==> src/rtl/imem_boot_loader.sv <==
// imem_boot_loader
//   Boot-time front end of the single-cycle MIPS core. It accepts a framed
//   byte stream over a valid/ready handshake and assembles big-endian 32-bit
//   words, writing each one into instruction memory. The core is held in
//   reset until a whole frame has been stored and its checksum matches.
//
//   Frame: 0xA5, LEN_HI, LEN_LO, 4*N data bytes (MSB first), CSUM
//   CSUM = XOR of LEN_HI, LEN_LO and every data byte (the sync byte is excluded).
//
// Parameters
//   ADDR_W      instruction-memory word-address width (1..16); max program 2**ADDR_W words
//
// Ports
//   clk         system clock, rising edge
//   rst         synchronous active-high reset
//   in_valid    in_data holds a byte
//   in_data     stream byte
//   in_ready    loader accepts a byte this cycle (transfer = in_valid & in_ready)
//   imem_we     one-cycle instruction-memory write strobe
//   imem_addr   word address of the write
//   imem_wdata  assembled instruction word
//   cpu_rst     active-high reset to the core, released only after a good frame
//   done        frame loaded and checksum good (sticky until rst)
//   error       bad length or bad checksum (sticky until rst)
module imem_boot_loader #(
    parameter int ADDR_W = 8
) (
    input  logic              clk,
    input  logic              rst,
    input  logic              in_valid,
    input  logic [7:0]        in_data,
    output logic              in_ready,
    output logic              imem_we,
    output logic [ADDR_W-1:0] imem_addr,
    output logic [31:0]       imem_wdata,
    output logic              cpu_rst,
    output logic              done,
    output logic              error
);

    typedef enum logic [2:0] {
        S_SYNC, S_LEN_HI, S_LEN_LO, S_DATA, S_CSUM, S_DONE, S_ERR
    } state_t;

    // Largest legal word count; 17 bits so a 16-bit length never overflows the compare.
    localparam logic [16:0] MAX_N = 17'(1) << ADDR_W;

    state_t            state_q, state_d;
    logic [7:0]        len_hi_q, len_hi_d;
    logic [ADDR_W:0]   n_words_q, n_words_d;
    // One bit wider than the address so N = 2**ADDR_W is reachable without wrapping.
    logic [ADDR_W:0]   word_idx_q, word_idx_d;
    logic [1:0]        byte_idx_q, byte_idx_d;
    logic [23:0]       word_q, word_d;
    logic [7:0]        xor_q, xor_d;
    logic              in_ready_q, in_ready_d;
    logic              imem_we_q, imem_we_d;
    logic [ADDR_W-1:0] imem_addr_q, imem_addr_d;
    logic [31:0]       imem_wdata_q, imem_wdata_d;
    logic              cpu_rst_q, cpu_rst_d;
    logic              done_q, done_d;
    logic              error_q, error_d;

    logic              xfer;
    logic [16:0]       len_full;

    assign xfer     = in_valid & in_ready_q;
    assign len_full = {1'b0, len_hi_q, in_data};

    always_comb begin
        state_d      = state_q;
        len_hi_d     = len_hi_q;
        n_words_d    = n_words_q;
        word_idx_d   = word_idx_q;
        byte_idx_d   = byte_idx_q;
        word_d       = word_q;
        xor_d        = xor_q;
        imem_we_d    = 1'b0;
        imem_addr_d  = imem_addr_q;
        imem_wdata_d = imem_wdata_q;
        cpu_rst_d    = cpu_rst_q;
        done_d       = done_q;
        error_d      = error_q;

        if (xfer) begin
            case (state_q)
                S_SYNC: begin
                    if (in_data == 8'hA5) state_d = S_LEN_HI;
                end
                S_LEN_HI: begin
                    len_hi_d = in_data;
                    state_d  = S_LEN_LO;
                end
                S_LEN_LO: begin
                    if (len_full == 17'd0 || len_full > MAX_N) begin
                        state_d = S_ERR;
                        error_d = 1'b1;
                    end else begin
                        state_d    = S_DATA;
                        n_words_d  = len_full[ADDR_W:0];
                        word_idx_d = '0;
                        byte_idx_d = '0;
                        xor_d      = len_hi_q ^ in_data;
                    end
                end
                S_DATA: begin
                    word_d     = {word_q[15:0], in_data};
                    xor_d      = xor_q ^ in_data;
                    byte_idx_d = byte_idx_q + 2'd1;
                    if (byte_idx_q == 2'd3) begin
                        imem_we_d    = 1'b1;
                        imem_addr_d  = word_idx_q[ADDR_W-1:0];
                        imem_wdata_d = {word_q, in_data};
                        word_idx_d   = word_idx_q + (ADDR_W+1)'(1);
                        if (word_idx_q + (ADDR_W+1)'(1) == n_words_q) state_d = S_CSUM;
                    end
                end
                S_CSUM: begin
                    if (in_data == xor_q) begin
                        state_d   = S_DONE;
                        done_d    = 1'b1;
                        cpu_rst_d = 1'b0;
                    end else begin
                        state_d = S_ERR;
                        error_d = 1'b1;
                    end
                end
                default: ;
            endcase
        end

        // Registered ready mirrors the state the FSM is about to be in.
        in_ready_d = (state_d != S_DONE) && (state_d != S_ERR);
    end

    always_ff @(posedge clk) begin
        if (rst) begin
            state_q      <= S_SYNC;
            len_hi_q     <= '0;
            n_words_q    <= '0;
            word_idx_q   <= '0;
            byte_idx_q   <= '0;
            word_q       <= '0;
            xor_q        <= '0;
            in_ready_q   <= 1'b0;
            imem_we_q    <= 1'b0;
            imem_addr_q  <= '0;
            imem_wdata_q <= '0;
            cpu_rst_q    <= 1'b1;
            done_q       <= 1'b0;
            error_q      <= 1'b0;
        end else begin
            state_q      <= state_d;
            len_hi_q     <= len_hi_d;
            n_words_q    <= n_words_d;
            word_idx_q   <= word_idx_d;
            byte_idx_q   <= byte_idx_d;
            word_q       <= word_d;
            xor_q        <= xor_d;
            in_ready_q   <= in_ready_d;
            imem_we_q    <= imem_we_d;
            imem_addr_q  <= imem_addr_d;
            imem_wdata_q <= imem_wdata_d;
            cpu_rst_q    <= cpu_rst_d;
            done_q       <= done_d;
            error_q      <= error_d;
        end
    end

    assign in_ready   = in_ready_q;
    assign imem_we    = imem_we_q;
    assign imem_addr  = imem_addr_q;
    assign imem_wdata = imem_wdata_q;
    assign cpu_rst    = cpu_rst_q;
    assign done       = done_q;
    assign error      = error_q;

endmodule

==> config.mk <==
export PLATFORM = sky130hd
export DESIGN_NAME = imem_boot_loader
export DESIGN_NICKNAME = d
export VERILOG_FILES = /design/src/rtl/imem_boot_loader.sv
export SDC_FILE = /design/constraint.sdc
export NUM_CORES = 1
export LEC_CHECK = 0
export ABC_AREA = 1
export BUFFER_PORTS_ARGS = -buffer_cell sky130_fd_sc_hd__buf_2
export CAP_MARGIN = 5
export CORE_AREA = 2 2 111 113
export DETAILED_ROUTE_END_ITERATION = 12
export DIE_AREA = 0 0 113 115
export PLACE_DENSITY = 0.57
export SLEW_MARGIN = 20
export SYNTH_ARGS = -nofsm -noshare
export SYNTH_HDL_FRONTEND = slang
export SYNTH_SLANG_ARGS = --single-unit
==> constraint.sdc <==
create_clock -name clk -period 3.1 [get_ports clk]
set_input_delay 0.62 -clock clk [delete_from_list [all_inputs] [get_ports clk]]
set_output_delay 0.62 -clock clk [all_outputs]
set_load 0.05 [all_outputs]
==> impl_metrics.json <==
{
  "synth-xor-area-share_pct": 1.909,
  "synth_top_area_cell": "dfxtp_1",
  "ios": 56,
  "pre_cts_ws_ns": 0.6156,
  "vias_per_cell": 5.108,
  "crit_type": "reg -> reg",
  "drt-met1-wl_um": 5754,
  "tritoncts": "built",
  "dr.pass1.iters": 9,
  "min_period_ns": 2.305,
  "synth_compound_area_share_pct": 19.69,
  "dp_hpwl_um": 8582,
  "dieWidth_um": 113,
  "ctsHoldBuffers": 0,
  "critPathLaunchType": "register",
  "holdWs_ns": 0.4619,
  "grt_pass1_vias": 4023,
  "cts_inserted_buffers": 9,
  "critPathMaxFanout": 18,
  "peakVddDrop_v": 0.0002816,
  "num_vias": 4204,
  "finalCoreUtilization_pct": 44.79,
  "netlist_top_cells_count": "nor2_1, dfxtp_1, o21ai_0",
  "routedWlPerCell_um": 14.72,
  "synth_cells": 626,
  "maxCapViolations": 0,
  "coreArea_mm2": 0.01181,
  "cts_sinks": 108,
  "grt_pass1_wl_um": 19900,
  "routed.top_layer": "met4",
  "synth_edf_count": 0,
  "finalClockSkew_ns": 0.005222,
  "slowest_stage": "nor4_1",
  "ys_seq_elements": 108,
  "setup_viol": 0,
  "nets": 684,
  "required_ns": 3.33,
  "yosysSeqAreaShare_pct": 47.14,
  "first_iter_violations": 264,
  "p_seq_share_pct": 52.3,
  "antenna_cells": 0,
  "cp.arrival_ns": 2.53,
  "holdPathStages": 2,
  "p_leak_nw": 2.451,
  "wl_met3_um": 552,
  "ctsResizeCount": 0,
  "yosysWarningCount": 0,
  "dieArea_mm2": 0.01300,
  "clockBufferDepth": 2,
  "io_buffers": 55,
  "design_area_mm2": 0.005290,
  "synth_area_mm2": 0.004587,
  "drive_above_1_share_pct": 14.79,
  "worstSetupEndpointType": "register",
  "syn2layout_area_growth_pct": 15.33,
  "cp_slowest_stage_delay_ns": 0.38,
  "drc": 3,
  "synth.avg_cell_area_um2": 7.327,
  "synth_simple_gate_area_share_pct": 23.62,
  "crit_buf_inv": 1,
  "pwr-share-comb_pct": 2.7,
  "antenna_left": 0,
  "drt_wl_total_um": 12110,
  "gp_congestion": 0.8776,
  "synth_cell_types": 36,
  "swShare_pct": 20.87,
  "die_h_um": 115,
  "synthFlopType": "dfxtp_1",
  "p_sw_mw": 0.5536,
  "crit_chain": "nor2_1, nand2_1, nor4_1, nand3_2, nand2_2, nand3_4, a21oi_4, inv_2, a21oi_1, a211oi_2",
  "status": "finished, violations left",
  "grtUsageTotal_pct": 19.38,
  "fin_ws_ns": 0.7954,
  "cp_top_family": "simple AND/OR/NAND/NOR gates",
  "violations": "design-rule violations",
  "postPlaceCellArea_mm2": 0.004976,
  "cp.depth": 10,
  "antenna_found_initial": 0,
  "clockRootBuffer": "clkbuf_16",
  "synth_adder_area_share_pct": 0.5456,
  "async_flop_share_pct": 0,
  "final.setup.tns_ns": 0,
  "wl_met2_um": 5509,
  "clk_pin_slew_ns": 0.07,
  "overflow": 0,
  "grt_max_degree": 49,
  "clkPwrFrac_pct": 45.0,
  "rsz0062_at_grt": "no",
  "start_util_pct": 38.83,
  "tightest_slew_ns": 0.5748,
  "power_density_mw_per_mm2": 501.4,
  "clkLatencyLatePin_ns": 0.35,
  "r2r_cells": 10,
  "final_hold_viol_count": 0,
  "hold_class": "reg -> reg",
  "fin_crit_sh_pct": 74.34,
  "slew_headroom_pct": 61.56,
  "syn_nets": 639,
  "yosysMostFrequentCell": "nor2_1",
  "synth.top_cell.area_share_pct": 47.14,
  "internal_power_mw": 2.099,
  "htreeDepth": 3,
  "synth.mux.area_fraction_pct": 0,
  "cts_setup_buffers": 0,
  "maxSlewViolCount": 0,
  "synth_top_family_by_area": "simple AND/OR/NAND/NOR gates",
  "rows": 40,
  "clock.fmax_mhz": 433.9,
  "ys_top_cells_by_area": "dfxtp_1, o21ai_0, nor2_1"
}
## final timing paths
kind,start,end,slack (ns)
max reg2reg,len_hi_q[7],word_idx_q[2],0.80
min reg2reg,cpu_rst,cpu_rst,0.46
max,len_hi_q[7],word_idx_q[2],0.80
min,cpu_rst,cpu_rst,0.46
## cell families after synthesis
| group | count (synthesis) |
|---|---|
| compound gates | 173 |
| fa+ha+maj | 2 |
| xor+xnor | 10 |
| flops | 108 |
| simple gates | 251 |
| buf+inv | 82 |
## stage by stage
| step | power (mW) | cells |
|---|---|---|
| final | 2.653 | 823 |
| after global routing | 2.746 | 823 |
| after CTS | 2.687 | 823 |
| after detailed placement | 1.491 | 807 |
| after global placement | 1.489 | 807 |
| after floorplan | 1.465 | 626 |
## worst min-delay path, stage by stage, from the launching register on
cell and delay, ns:
dfxtp_1 0.32, nand2_1 0.06, nand2_1 0.04
## area by class of cell
cell class	instances	area, um^2
Timing Repair Buffer	62	327.8
Clock buffer	13	270.3
Sequential cell	108	2162
Fill cell	1230	6521
Inverter	54	202.7
Tap cell	147	183.9
Multi-Input combinational cell	436	2100
Clock inverter	3	43.79
## placed cells by master, fill, tap and decap left out, types with 10 or more instances in the layout
cell,instances
nor2_1,113
nand2_1,88
o21ai_0,102
xor2_1,10
nand3_1,20
dfxtp_1,108
a21oi_1,61
inv_2,13
buf_2,55
inv_1,41
## power groups by stage
| stage | Combinational (mW) | Sequential (mW) | Clock [mW] |
|---|---|---|---|
| after detailed placement | 0.0714 | 1.42 | 0 |
| after CTS | 0.0716 | 1.39 | 1.23 |
| after floorplan | 0.0432 | 1.42 | 0 |
| after global placement | 0.0692 | 1.42 | 0 |
| final | 0.0716 | 1.39 | 1.19 |
| after global routing | 0.0788 | 1.39 | 1.28 |
## flip-flops by register name, indices dropped and copies added (netlist names), 2 cells and up
signal	count
xor_q	8
imem_addr	8
state_q	3
word_idx_q	9
word_q	24
byte_idx_q	2
imem_wdata	32
n_words_q	9
len_hi_q	8
## layer usage
metal	vias to the layer above	global-route usage [%]
met5	-	0
met4	0	7.967
met1	1913	25.72
met2	112	30.78
met3	22	4.270
li1	2157	-
(Power assumes the default switching activity.)
